===== config.mk =====
export PLATFORM = sky130hd
export DESIGN_NAME = fetch_stage
export DESIGN_NICKNAME = d
export VERILOG_FILES = /design/src/rtl/fetch_stage.sv
export SDC_FILE = /design/constraint.sdc
export NUM_CORES = 1
export LEC_CHECK = 0
export CAP_MARGIN = 10
export CORE_UTILIZATION = 45
export CTS_CLUSTER_DIAMETER = 60
export DETAILED_ROUTE_END_ITERATION = 12
export GPL_ROUTABILITY_DRIVEN = 0
export PLACE_DENSITY = 0.81
export SLEW_MARGIN = 20
export SYNTH_ARGS = -nofsm -noshare
export SYNTH_HDL_FRONTEND = slang
export SYNTH_SLANG_ARGS = --single-unit
export TNS_END_PERCENT = 10

===== constraint.sdc =====
create_clock -name clk -period 3.1 [get_ports clk]
set_clock_uncertainty 0.15 [all_clocks]
set_input_delay 0.93 -clock clk [delete_from_list [all_inputs] [get_ports clk]]
set_output_delay 0.93 -clock clk [all_outputs]
set_load 0.03 [all_outputs]

===== src/rtl/fetch_stage.sv =====
// Instruction-fetch stage: owns the PC, drives the instruction-memory address and fills the
// IF/ID pipeline register. It also handles stall, flush, redirect and out-of-range fetches.
module fetch_stage #(
    parameter logic [31:0] RESET_PC       = 32'h0000_0000,
    parameter int unsigned IMEM_ADDR_BITS = 23,
    parameter logic [31:0] NOP_INSTR      = 32'h0000_0000
) (
    input  logic        clk,
    input  logic        reset,
    input  logic        stall_f,
    input  logic        stall_d,
    input  logic        flush_d,
    input  logic        branch_taken_e,
    input  logic [31:0] branch_target_e,
    output logic [31:0] imem_addr,
    input  logic [31:0] imem_rdata,
    output logic [31:0] pc_f,
    output logic [31:0] instr_d,
    output logic [31:0] pc_d,
    output logic [31:0] pc_plus4_d,
    output logic        valid_d,
    output logic        fault_d,
    output logic [31:0] fetch_count
);

    logic [31:0] pc_f_q, pc_f_d;
    logic [31:0] instr_d_q, instr_d_d;
    logic [31:0] pc_d_q, pc_d_d;
    logic [31:0] pc_plus4_d_q, pc_plus4_d_d;
    logic        valid_d_q, valid_d_d;
    logic        fault_d_q, fault_d_d;
    logic [31:0] fetch_count_q, fetch_count_d;

    logic [31:0] pc_f_plus4;
    logic        fetch_fault;

    assign pc_f_plus4  = pc_f_q + 32'd4;
    // Any PC bit at or above the decoded window marks the fetch as out of range.
    assign fetch_fault = (pc_f_q >> IMEM_ADDR_BITS) != 32'd0;

    always_comb begin
        pc_f_d = pc_f_q;
        if (branch_taken_e) begin
            pc_f_d = {branch_target_e[31:2], 2'b00};
        end else if (!stall_f) begin
            pc_f_d = pc_f_plus4;
        end
    end

    always_comb begin
        instr_d_d     = instr_d_q;
        pc_d_d        = pc_d_q;
        pc_plus4_d_d  = pc_plus4_d_q;
        valid_d_d     = valid_d_q;
        fault_d_d     = fault_d_q;
        fetch_count_d = fetch_count_q;
        // A taken branch squashes the wrong-path instruction currently being fetched.
        if (flush_d || branch_taken_e) begin
            instr_d_d    = NOP_INSTR;
            pc_d_d       = 32'd0;
            pc_plus4_d_d = 32'd0;
            valid_d_d    = 1'b0;
            fault_d_d    = 1'b0;
        end else if (!stall_d) begin
            instr_d_d    = fetch_fault ? NOP_INSTR : imem_rdata;
            pc_d_d       = pc_f_q;
            pc_plus4_d_d = pc_f_plus4;
            valid_d_d    = 1'b1;
            fault_d_d    = fetch_fault;
            if (!fetch_fault) begin
                fetch_count_d = fetch_count_q + 32'd1;
            end
        end
    end

    always_ff @(posedge clk) begin
        if (reset) begin
            pc_f_q        <= RESET_PC;
            instr_d_q     <= NOP_INSTR;
            pc_d_q        <= 32'd0;
            pc_plus4_d_q  <= 32'd0;
            valid_d_q     <= 1'b0;
            fault_d_q     <= 1'b0;
            fetch_count_q <= 32'd0;
        end else begin
            pc_f_q        <= pc_f_d;
            instr_d_q     <= instr_d_d;
            pc_d_q        <= pc_d_d;
            pc_plus4_d_q  <= pc_plus4_d_d;
            valid_d_q     <= valid_d_d;
            fault_d_q     <= fault_d_d;
            fetch_count_q <= fetch_count_d;
        end
    end

    assign imem_addr   = pc_f_q;
    assign pc_f        = pc_f_q;
    assign instr_d     = instr_d_q;
    assign pc_d        = pc_d_q;
    assign pc_plus4_d  = pc_plus4_d_q;
    assign valid_d     = valid_d_q;
    assign fault_d     = fault_d_q;
    assign fetch_count = fetch_count_q;

endmodule


==> qor.yml, run 1 <==
sta:
  tns_ns: 0
  period_needed_ns: 2.88
  final-hold-violation-count: 0
  fmax_mhz: 348
  grt_setup_unrepaired: "false"
  drv_slew: 0
  setup_violations: 0
  fin_crit_sh: 0.928
  tightest_slew_ns: 1.01
  slew_headroom: 0.325
  worst_slack_ns: 0.223
finish:
  fill_cells: 1270
  multi_input_area_um2: 3390
  regArea_um2: 3120
  drive_gt1_frac: 0.0679
  diodes: 0
  fin_area_um2: 10200
  fin_util: 0.669
  area_growth_pct: 44.2
  final_nets: 1106
clock_tree:
  post_cts_buffers: 0
  cts_made_buffers: 17
  root_buffer: "clkbuf_16"
  clock-sinks: 156
  cts_max_path_buffers: 2
  clkLatencyLatePin_ns: 0.43
  hold_buffers: 0
  clkTransAtPathRegs_ns: 0.06
  htree_levels: 4
  ctsResizeCount: 0
  cts_tree: "built"
setup_path:
  ff2ff_path_depth: 6
  path_buf_inv: 1
  slowest_delay_ns: 0.52
  startpoint_type: "primary input"
  crit_type: "primary input to register"
  cpMaxStageDelayCell: "or4_1"
  crit_family: "simple AND/OR/NAND/NOR gates"
  critical_path_required_ns: 3.29
  r2r-end: "fetch_count[27]"
  cp_max_fo: 3
  reg2reg_from: "imem_addr[31]"
  cp_cell_sequence: "clkdlybuf4s50_1 -> nor4bb_1 -> nand4_1 -> or3_1 -> or4_1 -> a21oi_1"
  crit_path_end_kind: "register"
  r2r_setup_slack_ns: 0.49
  crit_end: "fetch_count[24]"
  cp.depth: 6
  arrival_ns: 3.07
  cp-startpoint: "branch_taken_e"
yosys:
  ys_types: 43
  synth_mux_area_frac: 0.0479
  synth_area_leaders: "dfxtp_1, xnor2_1, nor2_1"
  synth_xor_area_frac: 0.0851
  yosys.area_share.adder: 0.00352
  syn_area_um2: 7100
  yosysWarnings: 0
  synth_top_area_cell: "dfxtp_1"
  syn_avg_cell_area_um2: 8.54
  ys_ff_latch: 156
  synthCells: 832
  synth-simple-area-share: 0.211
  synth-compound-area-share: 0.125
  yosysSeqAreaShare: 0.440
  synth_top_family_by_area: "simple AND/OR/NAND/NOR gates"
  yosys.area.top_type_share: 0.440
global_routing:
  track_usage: 0.258
  grt_pass1_vias: 6157
  gr-total-overflow: 0
  grt_max_degree: 74
  antenna_found_initial: 0
  grt_pass1_wl_um: 32600
placed_design:
  hpwl_um: 14500
  numPortBuffers: 253
  pre_cts_slack_ns: -0.136
  place_area_um2: 9620
floorplanning:
  num_rows: 45
  dieHeight_um: 128
  core_area_um2: 15300
  dieArea_um2: 16300
  die_w_um: 128
  initial_core_util: 0.464
  pin_count: 264
drt:
  dr.pass1.iters: 5
  drc: 0
  avgViaCountPerCell: 5.32
  vias: 6686
  drt_iter0_drc: 540
  wl_per_cell_um: 17.0
  routed_wl_um: 21400
  ant_nets: 0
pwr:
  leakagePower_nw: 3.43
  power.density_nw_per_um2: 487
  peakVddDrop_mv: 0.356
worst_hold_path:
  holdCritPathClass: "register to register"
flow_run:
  drv_cap: 0
outcome:
  status: "finished clean"
## cell usage in the layout, fill, tap and decap left out, types with 14 or more instances in the layout
cell	n
nor3_1	29
dfxtp_1	156
clkbuf_16	17
xnor2_1	58
clkdlybuf4s50_1	251
a21oi_1	45
nand3_1	26
o21ai_0	34
a22oi_1	32
mux2i_1	34
or3_1	14
nor4_1	19
a211oi_1	16
inv_1	17
nand4_1	16
nor2_1	132
nand2_1	33
buf_4	26
## cell usage after synthesis
cell      instances
a22oi_1          32
mux2i_1          34
dfxtp_1         156
nand4b_1          1
nand3_2           1
a211oi_1         16
nor2b_1           2
buf_1             3
nor4_4            1
nor2_1          132
a31oi_1           2
a311oi_1          5
nand4_2           1
buf_4            39
ha_1              2
and2_2            1
and4_4            1
o31ai_1           6
a31o_2            2
a21oi_1          45
and2_1            1
buf_2             7
nor3_1           30
and3_4            1
o21ai_0          34
nand3b_1          2
nor4_1           19
and3_1            5
clkbuf_1         55
conb_1            1
nand4_1          16
buf_6             1
nand2_1          33
nor4bb_1          2
inv_1            17
or4_1             7
or3_1            15
nand3_1          26
xnor2_1          58
and4_1            6
o21a_1            2
nor4_2            1
xor2_1           11
## through the flow
step	cells	power [mW]	hold WS [ns]
after floorplan	839	2.53	0.441
after global placement	1226	2.77	0.289
after detailed placement	1226	2.77	0.292
after CTS	1257	5.01	0.306
after global routing	1257	5.13	0.335
final	1257	4.99	0.303
## cell type report
class / count / share of cell area
well taps: 211 / 0.0258
inverters: 17 / 0.00623
repair buffers: 281 / 0.271
clock buffers: 18 / 0.0419
clock inverters: 13 / 0.0194
flip-flops and latches: 156 / 0.305
multi-input cells: 561 / 0.331
## flip-flops by register name (all words and copies together), names as in the netlist
register / cells
instr_d: 32
valid_d: 1
imem_addr: 30
pc_plus4_d: 30
fault_d: 1
pc_d: 30
fetch_count: 32
## power by group
group | internal (mW) | leakage (nW) | total, mW | switching [mW]
registers | 2.05 | 1.27 | 2.12 | 0.0781
logic | 0.277 | 1.86 | 0.609 | 0.333
clock network | 1.42 | 0.305 | 2.25 | 0.837
## logic make-up after synthesis
family | Yosys count
AOI/OAI and AO/OA | 144
xor gates and xnor gates | 69
adders and majority gates | 2
buffers and inverters | 122
DFF | 156
muxes | 34
other | 1
and+or+nand+nor | 304
## layer usage
layer | GRT usage | routed length (um) | vias to the layer above
met5 | 0 | 0 | -
met1 | 0.319 | 9220 | 3142
li1 | - | - | 3253
met2 | 0.440 | 10300 | 257
met4 | 0.104 | 497 | 0
met3 | 0.0532 | 1370 | 34
## how the worst min path moves through the flow
stage,start,endpoint,depth (start not counted)
final,valid_d,valid_d,1
after global routing,valid_d,valid_d,1
after CTS,valid_d,valid_d,1
after detailed placement,valid_d,valid_d,1
after global placement,valid_d,valid_d,1
after floorplan,pc_plus4_d[4],pc_plus4_d[4],2
(Power assumes the default switching activity.)
==> inputs of run 2 (changes only) <==
GPL_TIMING_DRIVEN = 0   (was unset)
==> qor.yml, run 2 (same netlist as run 1, synthesis figures left out) <==
floorplanning:
  core_area_um2: 15300  # unchanged
  num_rows: 45  # unchanged
  dieArea_um2: 16300  # unchanged
  initial_core_util: 0.464  # unchanged
  dieHeight_um: 128  # unchanged
  pin_count: 264  # unchanged
  die_w_um: 128  # unchanged
sta:
  period_needed_ns: 3.00  # +0.125 ns
  setup_violations: 0  # unchanged
  holdWs_ns: 0.318  # +0.0148 ns
  tightest_slew_ns: 0.802  # -0.211 ns
  slew_headroom: 0.466  # +0.141
  fin_crit_sh: 0.969  # +0.0405
  final-hold-violation-count: 0  # unchanged
  fmax_mhz: 333  # -4.2%
  drv_slew: 0  # unchanged
setup_path:
  cpMaxStageDelayCell: "clkdlybuf4s50_1"
  path_buf_inv: 2  # +1
  cp_max_fo: 6  # +3
  slowest_delay_ns: 0.68  # +0.16 ns
  startpoint_type: "register"
  crit_path_end_kind: "output pin"
  cp_cell_sequence: "buf_4 -> clkdlybuf4s50_1"
  cp.depth: 2  # -4
  reg2reg_from: "imem_addr[6]"
  arrival_ns: 1.92  # -1.15 ns
  critical_path_required_ns: 2.02  # -1.27 ns
  crit_type: "register to output pin"
  crit_end: "pc_f[31]"
  r2r_setup_slack_ns: 0.42  # -0.07 ns
  crit_family: "buffers and inverters"
  ff2ff_path_depth: 8  # +2
  r2r-end: "imem_addr[27]"
  cp-startpoint: "imem_addr[31]"
drt:
  avgViaCountPerCell: 5.33  # +0.16%
  routed_wl_um: 23000  # +7.5%
  drc: 0  # unchanged
  drt_iter0_drc: 564  # +4.4%
  vias: 7107  # +6.3%
  ant_nets: 0  # unchanged
  wl_per_cell_um: 17.2  # +1.3%
  dr.pass1.iters: 5  # unchanged
clock_tree:
  hold_buffers: 0  # unchanged
  htree_levels: 4  # unchanged
  cts_max_path_buffers: 2  # unchanged
  cts_tree: "built"
  clkTransAtPathRegs_ns: 0.06  # about the same
  clkLatencyLatePin_ns: 0.43  # about the same
  cts_made_buffers: 17  # unchanged
  clock-sinks: 156  # unchanged
  root_buffer: "clkbuf_16"
global_routing:
  grt_pass1_wl_um: 35500  # +8.9%
  grt_max_degree: 17  # -77%
  grt_pass1_vias: 6598  # +7.2%
  antenna_found_initial: 0  # unchanged
  track_usage: 0.283  # +0.0246
  gr-total-overflow: 0  # unchanged
pwr:
  peakVddDrop_mv: 0.441  # +24%
  power.density_nw_per_um2: 479  # -1.7%
  leakagePower_nw: 3.62  # +5.5%
placed_design:
  hpwl_um: 16500  # +14%
  numPortBuffers: 251  # -0.79%
flow_run:
  drv_cap: 0  # unchanged
worst_hold_path:
  holdCritPathClass: "register to register"
  min_from: "pc_plus4_d[9]"
finish:
  final_common_cell: "clkdlybuf4s50_1"
  fin_util: 0.693  # +0.0240
  drive_gt1_frac: 0.0819  # +0.0140
  final_nets: 1182  # +6.9%
  area_growth_pct: 49.4
  layout_common_cells: "clkdlybuf4s50_1, dfxtp_1, nor2_1, xnor2_1, clkbuf_1"
  diodes: 0  # unchanged
outcome:
  status: "finished clean"
[run 2: worst min-delay path, cell delays in order (launching register included)]
cell and delay (ns):
dfxtp_1 0.30, nand2_1 0.07, a21oi_1 0.05
[run 2: power by group]
part	switching (mW)	leakage, nW	internal (mW)
clock	0.832	0.322	1.45
sequential	0.0648	1.27	2.05
combinational	0.374	2.03	0.311
[run 2: final cells by class]
class	count	area, um^2
Fill cell	1265	4700
Multi-Input combinational cell	561	3430
Sequential cell	156	3120
Timing Repair Buffer	252	2520
Buffer	105	557
Clock buffer	22	494
Tap cell	211	264
Clock inverter	10	160
Inverter	17	63.8
[run 2: repair_timing]
action | 4_1_cts | 5_1_grt
buffers inserted | 0 | 1
pin swaps | 1 | 1
gates cloned | 0 | 0
resized for setup | 2 | 4
setup endpoints to repair | 4 | 3
[run 2: metal layers]
layer / vias up / wire length [um] / share of wire / track usage
li1: 3403 / - / - / -
met1: 3372 / 9380 / 0.41 / 0.345
met2: 293 / 11200 / 0.49 / 0.485
met3: 39 / 1920 / 0.084 / 0.0683
met4: 0 / 465 / 0.020 / 0.103
met5: - / 0 / 0 / 0
[run 2: worst min-delay path by stage]
stage	endpoint	slack [ns]	depth (start not counted)
6_report	pc_plus4_d[9]	0.32	2
5_1_grt	pc_plus4_d[9]	0.35	2
4_1_cts	pc_plus4_d[4]	0.32	2
3_5_place_dp	pc_plus4_d[4]	0.31	2
3_3_place_gp	pc_plus4_d[4]	0.30	2
2_1_floorplan	pc_plus4_d[4]	0.44	2
[run 2: metrics by stage]
stage                     std cells  worst slack [ns]  instance area, um^2  total power [mW]  setup TNS (ns)
after global placement         1301            -0.581                 9910              2.82          -13.92
final                          1334            0.0973                10600              5.08               0
after floorplan                 839             0.231                 7130              2.53               0
after detailed placement       1301            -0.624                 9910              2.83          -16.20
after CTS                      1333            0.0895                10600              5.10               0
after global routing           1334          -0.00371                10600              5.24        -0.00371
